**src/rtl/step_clock_gen.sv**
```systemverilog
// Processor clock generator for the countdown board: debounced single-step
// from KEY or a selectable free-running divider, plus a step pulse and edge count.
module step_clock_gen #(
  parameter int DEBOUNCE_CYCLES = 1000000,
  parameter int RUN_HALF        = 390625
) (
  input  logic       CLOCK_50,
  input  logic       reset,
  input  logic       key_n,
  input  logic       run,
  input  logic [1:0] rate,
  output logic       step_clk,
  output logic       step_pulse,
  output logic       key_level,
  output logic [7:0] step_count
);

  localparam int DBW  = (DEBOUNCE_CYCLES > 2) ? $clog2(DEBOUNCE_CYCLES) : 1;
  localparam int DIVW = 25;
  localparam logic [DBW-1:0] DB_LAST = DBW'(DEBOUNCE_CYCLES - 1);

  logic [1:0]      keySync_q, runSync_q;
  logic            keyLevel_q, keyLevel_d;
  logic [DBW-1:0]  dbCnt_q, dbCnt_d;
  logic [DIVW-1:0] div_q, div_d;
  logic            stepClk_q, stepClk_d;
  logic            stepPulse_q, stepPulse_d;
  logic [7:0]      stepCount_q, stepCount_d;
  logic            forceLow_q, forceLow_d;

  logic            keyPressed, runMode, risingEdge;
  logic [DIVW-1:0] halfPeriod;

  assign keyPressed = ~keySync_q[1];
  assign runMode    = runSync_q[1];
  assign halfPeriod = DIVW'(RUN_HALF) << {rate, 1'b0};

  always_comb begin
    keyLevel_d  = keyLevel_q;
    dbCnt_d     = '0;
    div_d       = '0;
    stepClk_d   = stepClk_q;
    forceLow_d  = forceLow_q;

    if (keyPressed != keyLevel_q) begin
      if (dbCnt_q == DB_LAST) begin
        keyLevel_d = ~keyLevel_q;
      end else begin
        dbCnt_d = dbCnt_q + 1'b1;
      end
    end

    // Run mode arms the force flag so a key still held when returning to
    // step mode cannot produce an edge until it has been seen released.
    if (runMode) begin
      forceLow_d = 1'b1;
      if (div_q >= halfPeriod - DIVW'(1)) begin
        stepClk_d = ~stepClk_q;
      end else begin
        div_d = div_q + DIVW'(1);
      end
    end else begin
      stepClk_d  = keyLevel_q & ~forceLow_q;
      forceLow_d = forceLow_q & keyLevel_q;
    end

    risingEdge  = stepClk_d & ~stepClk_q;
    stepPulse_d = risingEdge;
    stepCount_d = stepCount_q + {7'b0, risingEdge};
  end

  always_ff @(posedge CLOCK_50) begin
    if (reset) begin
      keySync_q   <= 2'b11;
      runSync_q   <= 2'b00;
      keyLevel_q  <= 1'b0;
      dbCnt_q     <= '0;
      div_q       <= '0;
      stepClk_q   <= 1'b0;
      stepPulse_q <= 1'b0;
      stepCount_q <= 8'd0;
      forceLow_q  <= 1'b0;
    end else begin
      keySync_q   <= {keySync_q[0], key_n};
      runSync_q   <= {runSync_q[0], run};
      keyLevel_q  <= keyLevel_d;
      dbCnt_q     <= dbCnt_d;
      div_q       <= div_d;
      stepClk_q   <= stepClk_d;
      stepPulse_q <= stepPulse_d;
      stepCount_q <= stepCount_d;
      forceLow_q  <= forceLow_d;
    end
  end

  assign step_clk   = stepClk_q;
  assign step_pulse = stepPulse_q;
  assign key_level  = keyLevel_q;
  assign step_count = stepCount_q;

endmodule

```
**config.mk**
```make
export PLATFORM = sky130hd
export DESIGN_NAME = step_clock_gen
export DESIGN_NICKNAME = d
export VERILOG_FILES = /design/src/rtl/step_clock_gen.sv
export SDC_FILE = /design/constraint.sdc
export NUM_CORES = 1
export LEC_CHECK = 0
export BUFFER_PORTS_ARGS = -buffer_cell sky130_fd_sc_hd__buf_2
export CAP_MARGIN = 10
export CORE_ASPECT_RATIO = 1.75
export CORE_MARGIN = 4
export CORE_UTILIZATION = 50
export DETAILED_ROUTE_END_ITERATION = 10
export PLACE_DENSITY = 0.78
export SYNTH_ARGS = -nofsm -noshare
export SYNTH_HDL_FRONTEND = slang
export SYNTH_SLANG_ARGS = --single-unit
```
**constraint.sdc**
```tcl
create_clock -name CLOCK_50 -period 4.6 [get_ports CLOCK_50]
set_input_delay 0.23 -clock CLOCK_50 [delete_from_list [all_inputs] [get_ports CLOCK_50]]
set_output_delay 0.23 -clock CLOCK_50 [all_outputs]
set_load 0.03 [all_outputs]
```
==> metrics.yaml, run 1 <==
die:
  die_h_um: 112
  rows: 37
  io-pin-count: 17
  core_um2: 5970
  dieArea_um2: 7580
  initial_core_util_pct: 52.0
  die_x_um: 67.6
logic_synthesis:
  yosysTopAreaCell: "dfxtp_1"
  synthAdderAreaFrac_pct: 12.1
  synth_mux_area_share_pct: 0.322
  synthCells: 338
  synth_cell_type_count: 39
  synth_top_family_by_area: "simple AND/OR/NAND/NOR gates"
  yosys.area_share.xor_xnor_pct: 13.3
  synth_area_um2: 3100
  ys_seq_elements: 61
  async_flop_share_pct: 0
  avgSynthCellArea_um2: 9.18
  ys_top_cells_by_area: "dfxtp_1, ha_1, xor2_1"
  synth-simple-area-share_pct: 25.9
  syn_nets: 374
  synth-edff-count: 0
  ys.flop_type: "dfxtp_1"
  synth_compound_area_share_pct: 5.16
  yosysWarnings: 0
  synth_top_area_share_pct: 39.3
  seq_area_frac_synth_pct: 39.3
clocking:
  cts_max_path_buffers: 2
  post-cts-setup-buffers: 0
  cts_root_buf: "clkbuf_8"
  insertion_delay_ns: 0.34
  post_cts_resized: 0
  cts_sinks: 61
  clk_pin_slew_ns: 0.07
  htree_levels: 3
  hold_buffers: 0
  cts_tree: "done"
  cts-buffers-inserted: 9
setup_path:
  critPathSlowestCell: "nor4_1"
  r2r_start: "div_q[22]"
  cp_max_fo: 7
  crit_chain: "buf_2 -> inv_1 -> ha_1 -> inv_1 -> ha_1 -> nand3_1 -> nor4_1 -> nand4_1 -> a21oi_1 -> o21ai_0 -> a21oi_1 -> ha_1 -> and3_1 -> nand3_1 -> xor2_1 -> nor2_1"
  end_kind: "register"
  r2r_setup_slack_ns: 1.77
  crit_start: "rate[1]"
  crit_required_ns: 4.82
  worst-setup-path-type: "in -> reg"
  start_kind: "primary input"
  cp_common_cell: "ha_1"
  cpPeakStageDelay_ns: 0.42
  worstPathArrival_ns: 3.22
  r2r_cells: 12
pwr:
  p_clk_share_pct: 43.4
  p_int_uw: 777
  leakagePower_uw: 0.00134
  comb_power_share_pct: 3.2
  p_per_area_nw_per_um2: 293
  switchingPower_uw: 220
  switching_share_pct: 22.1
  ir_worst_vdd_v: 0.000223
  pwr-share-seq_pct: 53.4
timing:
  whs_ns: 0.0770
  drv_slew: 0
  fin_crit_sh_pct: 65.1
  grt_setup_unrepaired: "no"
  setup_tns_ns: 0
  fin_crit_ns: 2.99
  setup_viol: 0
  tightestPinTransition_ns: 0.671
  skew_ns: 0.00737
  hold_violations: 0
  maxSlewHeadroom_pct: 55.3
  timing.fmax_mhz: 334
outcome:
  outcome: "completed"
grt:
  grt_pass1_vias: 2354
  use_met2_pct: 29.0
  top_usage_layer: "met2"
  grtUsageMet1_pct: 18.1
  antenna_found_initial: 0
  gr-usage-all-layers_pct: 17.5
  grt_pass1_wl_mm: 10.1
  grt_overflow: 0
  grt_use_met3_pct: 6.11
  grt_max_degree: 26
cells_and_area:
  fin_area_um2: 3410
  n_antenna_cell: 0
  final.fill_count: 506
  final_cell_mix: "dfxtp_1, nor2_1, xor2_1"
  layout.cells.most_common: "dfxtp_1"
  drive_gt1_share_pct: 15.8
  nNetsFinal: 393
  syn2layout_area_growth_pct: 9.71
place:
  dpl_cell_area_um2: 3220
  gp_congestion: 0.906
  hpwl_mm: 4.41
  port_buffers: 16
drt:
  drt_iter0_drc: 103
  drc_errors: 0
  routed_wl_mm: 5.99
  first_pass_iters: 4
  ant_nets: 0
  routedWlPerCell_um: 13.7
  via_per_inst: 5.36
  vias: 2354
hold_path:
  holdPathStages: 2
  hp-class: "in -> reg"
  hp-start: "key_n"
job:
  drv_cap: 0
## metal layers
layer	wire length [um]	part of all wire, %
met5	0	0
met4	281	4.7
met3	190	3.2
met1	2450	41
met2	3070	51
## synth_stat cells (2+ instances only)
cell and n:
a211oi_1 3, a21o_1 2, a21oi_1 7, and2_1 3, and3_1 11, and4_1 5
clkbuf_1 6, conb_1 2, dfxtp_1 61, ha_1 30, inv_1 12, nand2_1 17
nand3_1 24, nand4_1 12, nor2_1 40, nor2_2 19, nor2b_1 5, nor3_1 2
nor4_1 4, o211ai_1 2, o21ai_0 5, or2_2 3, or3_1 2, xnor2_1 11
xor2_1 36
## layout make-up
| type | count | area (um^2) | area share (%) |
|---|---|---|---|
| inverters | 12 | 45.0 | 1.32 |
| well taps | 78 | 97.6 | 2.87 |
| clock inverters | 3 | 20.0 | 0.588 |
| flip-flops and latches | 61 | 1220 | 35.9 |
| clock buffers | 12 | 165 | 4.85 |
| multi-input cells | 256 | 1770 | 51.9 |
| repair buffers | 17 | 87.6 | 2.57 |
## through the flow
step | setup WS, ns | utilization [%] | instances | power [uW]
after global routing | 1.33 | 57.0 | 439 | 1050
after floorplan | 1.77 | - | 338 | 568
after CTS | 1.63 | 57.0 | 439 | 1010
after detailed placement | 1.27 | 53.9 | 424 | 576
after global placement | 1.44 | 53.9 | 424 | 574
final | 1.61 | 57.0 | 439 | 998
## path summary, 6_finish.rpt
path	endpoint
max	step_count[5]
min	keySync_q[0]
max reg2reg	step_count[5]
min reg2reg	keySync_q[1]
## worst max-delay path: cells and delay by family
kind / cells / cell delay, ns
simple gates: 6 / 1.04
buf+inv: 3 / 0.37
xor+xnor: 1 / 0.14
fa+ha+maj: 3 / 0.82
compound gates: 3 / 0.62
## power by group through the flow
stage                     sequential [uW]  combinational (uW)  clock [uW]
final                                 532                32.3         433
after global routing                  532                36.3         478
after CTS                             532                32.1         449
after detailed placement              544                31.9           0
after global placement                544                30.2           0
after floorplan                       544                24.3           0
## flip-flops by register name (all words and copies together), names as in the netlist
register	flops
forceLow_q	1
step_pulse	1
step_clk	1
key_level	1
dbCnt_q	20
runSync_q	2
step_count	8
div_q	25
keySync_q	2
## cell families after synthesis
group | after synthesis
buffers and inverters | 21
XOR/XNOR | 47
AO/OA/AOI/OAI | 24
flip-flops | 61
multiplexers | 1
adder cells (fa/ha/maj) | 30
other | 2
AND/OR/NAND/NOR | 152
Note: power is estimated with default switching activity, not from simulation.
==> inputs of run 2 (changes only) <==
Settings changed: PLACE_DENSITY 0.78 to 0.81.
Clock period 4.6 ns to 2.55 ns, I/O delays scaled along.
==> run 2 against run 1 <==
Effect of this change: the run now ends with setup timing left; cell area is 16% higher; final cell count is 9.3% higher; worst setup slack worse by 1.8 ns; die area stayed put; critical path depth is 4 lower; clock power is 84% higher; sequential share of layout area is 4.6 points lower; global-route usage is 2.5 points higher; sequential cell count stayed put; utilization is 9.3 points higher; critical endpoint unchanged.
==> metrics.yaml, run 2 (synthesized netlist as in run 1, its figures left out) <==
hold_path:
  hp-class: "in -> reg"
drt:
  top_layer: "met4"
  first_pass_iters: 4
  wirelength_met1_mm: 2.70
  vias: 2649
  ant_nets: 0
  drc_errors: 0
  wl_met2_mm: 4.13
  via_per_inst: 5.52
  routed_wl_mm: 7.53
  met3_length_um: 261
  routedWlPerCell_um: 15.7
  drt_iter0_drc: 144
timing:
  drv_slew: 0
  fin_crit_ns: 2.75
  fin_ws_ns: -0.199
  skew_ns: 0.0138
  fin_crit_sh_pct: 108
  setup_viol: 33
  hold_violations: 0
  timing.fmax_mhz: 364
  setup_tns_ns: -2.33
  grt_setup_unrepaired: "yes"
place:
  dpl_cell_area_um2: 3490
  hpwl_mm: 4.69
  port_buffers: 16
  placed_cells: 448
  gp_congestion: 0.902
  place_ws_ns: -0.377
clocking:
  cts_root_buf: "clkbuf_8"
  cts_tree: "done"
  cts-buffers-inserted: 9
  cts_max_path_buffers: 2
  clk_pin_slew_ns: 0.07
  htree_levels: 3
  insertion_delay_ns: 0.35
  cts_sinks: 61
outcome:
  violations: "setup timing"
  outcome: "finished with violations"
die:
  die_h_um: 112
  rows: 37
  initial_core_util_pct: 52.0
  io-pin-count: 17
  core_um2: 5970
  dieArea_um2: 7580
  die_x_um: 67.6
cells_and_area:
  nNetsFinal: 433
  syn2layout_area_growth_pct: 27.6
  regMostFlops: "div_q"
  final_cell_mix: "dfxtp_1, nor2_1, xor2_1"
  fin_area_um2: 3960
  n_antenna_cell: 0
  final_util_pct: 66.3
  fin_cells: 480
  layout.cells.most_common: "dfxtp_1"
  largest_reg_flops: 25
  drive_gt1_share_pct: 31.6
setup_path:
  r2r_setup_slack_ns: -0.20
  crit_required_ns: 2.78
  start_kind: "register"
  worstPathArrival_ns: 2.98
  end_kind: "register"
  cp_max_fo: 3
  worst-setup-path-type: "reg -> reg"
pwr:
  p_clk_share_pct: 43.0
  comb_power_share_pct: 5.3
  ir_worst_vdd_v: 0.000348
  p_int_uw: 1380
  pwr-share-seq_pct: 51.7
  leakagePower_uw: 0.00160
  switching_share_pct: 25.4
  p_per_area_nw_per_um2: 467
  switchingPower_uw: 470
grt:
  gr-usage-all-layers_pct: 20.1
  grt_overflow: 0
  grt_pass1_wl_mm: 11.7
  grt_pass1_vias: 2702
  grt_max_degree: 26
  antenna_found_initial: 0
job:
  drv_cap: 0
==> run 2: cell count changes in the layout (fill, tap and decap cells not counted), sizes merged <==
cell         change
clkinvlp         +3
clkbuf           -2
buf             +38
dlygate4sd3      +2
==> run 2: area by class of cell <==
type	count	area, um^2
timing repair buffer	57	439
inverter	12	48.8
clock buffer	10	138
multi-input combinational	256	1950
tap	78	97.6
clock inverter	6	47.5
fill	421	2010
sequential	61	1240
==> run 2: through the flow <==
stage               hold slack (ns)  power (uW)
detailed placement            0.316        1060
global placement              0.317        1050
global route                  0.199        1900
finish                        0.158        1850
floorplan                     0.231        1030
CTS                           0.128        1860
==> run 2: final timing paths <==
check,end,startpoint,cells after the start
min reg2reg,keySync_q[1],keySync_q[0],1
max,step_count[5],div_q[23],12
min,step_count[5],reset,2
max reg2reg,step_count[5],div_q[23],12
==> run 2: what timing repair did <==
| item | CTS | global route |
|---|---|---|
| gates resized for setup | 14 | 18 |
| pin swaps | 14 | 12 |
| setup endpoints to repair | 32 | 31 |
| setup buffers | 11 | 3 |
| cloned | 0 | 0 |
| hold buffers | 2 | 0 |
| hold endpoints to repair | 2 | 0 |
==> run 2: worst max-delay path: stages (launching register included) <==
cell and delay [ns]:
dfxtp_4 0.37, ha_4 0.27, nand4_1 0.18, nor4_4 0.35, nand4_1 0.18, a21oi_2 0.24, o21ai_2 0.10, a21oi_2 0.17
ha_2 0.25, and3_4 0.22, nand3_2 0.08, xor2_1 0.17, nor2_1 0.05
==> run 2: routing by layer <==
metal  global-route usage, %  vias up
met3                    5.21       41
met2                    36.4       72
met5                       0        -
li1                        -     1278
met4                    12.5        0
met1                    18.9     1258
==> run 2: power by group through the flow <==
stage | sequential (uW) | combinational [uW] | clock (uW)
2_1_floorplan | 981 | 46.6 | 0
3_3_place_gp | 981 | 73.6 | 0
3_5_place_dp | 981 | 78.6 | 0
4_1_cts | 957 | 89.1 | 809
5_1_grt | 956 | 108 | 840
6_report | 956 | 97.6 | 797
==> inputs of run 3 (changes only) <==
Settings changed: SKIP_CTS_REPAIR_TIMING set to 1.
==> run 3 against run 2 <==
Effect of this change: the run ends with hold timing, setup timing left; first-iteration DRC count shrank 24%; count of clock-buffer cells in the layout is the same; wire length decreased by 9.5%; clock power is 0.6% lower; critical path depth is the same; non-clock buffer count decreased by 15; sequential power barely moved; fmax grew 5.1%; final cell count is 3.1% lower; cell area down 3.8%; critical endpoint unchanged; combinational power is 8.1% lower.
==> metrics.yaml, run 3 (synthesized netlist as in run 1, its figures left out) <==
grt:
  grt_pass1_wl_mm: 10.9
  grt_max_degree: 26
  grt_pass1_vias: 2587
  gr-usage-all-layers_pct: 18.9
  grt_overflow: 0
  antenna_found_initial: 0
pwr:
  ir_worst_vdd_v: 0.000348
  leakagePower_uw: 0.00152
  p_per_area_nw_per_um2: 483
drt:
  routed_wl_mm: 6.82
  first_pass_iters: 4
  ant_nets: 0
  vias: 2531
  via_per_inst: 5.44
  drt_iter0_drc: 109
  drc_errors: 0
  routedWlPerCell_um: 14.7
timing:
  hold_violations: 1
  whs_ns: -0.0175
  fin_crit_ns: 2.62
  timing.fmax_mhz: 382
  fin_ws_ns: -0.0665
  skew_ns: 0.0139
  grt_setup_unrepaired: "yes"
  setup_viol: 29
  fin_crit_sh_pct: 103
  drv_slew: 0
clocking:
  cts_sinks: 61
  insertion_delay_ns: 0.36
  clk_pin_slew_ns: 0.07
  cts_root_buf: "clkbuf_8"
  cts-buffers-inserted: 9
  cts_max_path_buffers: 2
  cts_tree: "done"
  htree_levels: 3
die:
  die_h_um: 112
  initial_core_util_pct: 52.0
  die_x_um: 67.6
  dieArea_um2: 7580
  rows: 37
  core_um2: 5970
  io-pin-count: 17
setup_path:
  crit_chain: "ha_4 -> and2_4 -> a221o_1 -> a221oi_2 -> o311ai_4 -> o21ai_2 -> a21oi_2 -> ha_2 -> and3_4 -> nand3_2 -> xor2_1 -> nor2_1"
  worstPathArrival_ns: 2.85
  crit_required_ns: 2.79
  cpPeakStageDelay_ns: 0.38
  end_kind: "register"
  worst-setup-path-type: "reg -> reg"
  cp_max_fo: 6
  start_kind: "register"
  critPathSlowestCell: "dfxtp_4"
cells_and_area:
  syn2layout_area_growth_pct: 22.8
  n_antenna_cell: 0
  largest_reg_flops: 25
  nNetsFinal: 418
  seq_area_um2: 1230
  final.fill_count: 466
  layout.cells.most_common: "dfxtp_1"
  regMostFlops: "div_q"
  drive_gt1_share_pct: 28.4
  fin_area_um2: 3810
  multi_input_area_um2: 1940
  final_cell_mix: "dfxtp_1, nor2_1, xor2_1"
  fin_cells: 465
outcome:
  violations: "hold timing, setup timing"
  outcome: "finished with violations"
place:
  gp_congestion: 0.902
  dpl_cell_area_um2: 3490
  placed_cells: 448
  place_ws_ns: -0.377
  port_buffers: 16
  hpwl_mm: 4.69
job:
  drv_cap: 0
hold_path:
  hp-class: "in -> reg"
==> run 3: per-layer routing <==
layer,global-route usage (%),vias up,part of all wire (%)
li1,-,1246,-
met1,17.6,1194,36
met2,34.0,58,55
met3,4.10,33,3.5
met4,13.6,0,6.0
met5,0,-,0
==> run 3: power by group <==
group          switching [uW]  internal (uW)
Combinational            48.3           41.5
Clock                     410            383
Sequential               2.91            954
==> run 3: layout make-up <==
class                           count  share of cell area, %
Tap cell                           78                   2.56
Timing Repair Buffer               42                   8.11
Inverter                           12                   1.28
Clock buffer                       10                   3.61
Multi-Input combinational cell    256                   50.8
Sequential cell                    61                   32.4
Clock inverter                      6                   1.25
==> run 3: critical path, delay by kind of cell (launching register included) <==
kind	cells	cell delay, ns
compound gates	5	1.03
xor+xnor	1	0.16
fa+ha+maj	2	0.44
flops	1	0.38
simple gates	4	0.49
==> run 3: path summary, 6_finish.rpt <==
kind / startpoint / to / slack, ns / cells past startpoint
max: div_q[12] / step_count[5] / -0.07 / 12
min: run / runSync_q[0] / -0.02 / 2
max reg2reg: div_q[12] / step_count[5] / -0.07 / 12
min reg2reg: keySync_q[0] / keySync_q[1] / 0.42 / 1
==> run 3: through the flow <==
step                setup TNS [ns]  hold WS [ns]  power (uW)  util, %
detailed placement           -9.38         0.316        1060     58.4
finish                       -1.20       -0.0175        1840     63.8
floorplan                   -0.156         0.231        1030        -
CTS                          -3.78       -0.0441        1850     61.5
global placement             -6.81         0.317        1050     58.4
global route                 -3.39        0.0184        1900     63.8
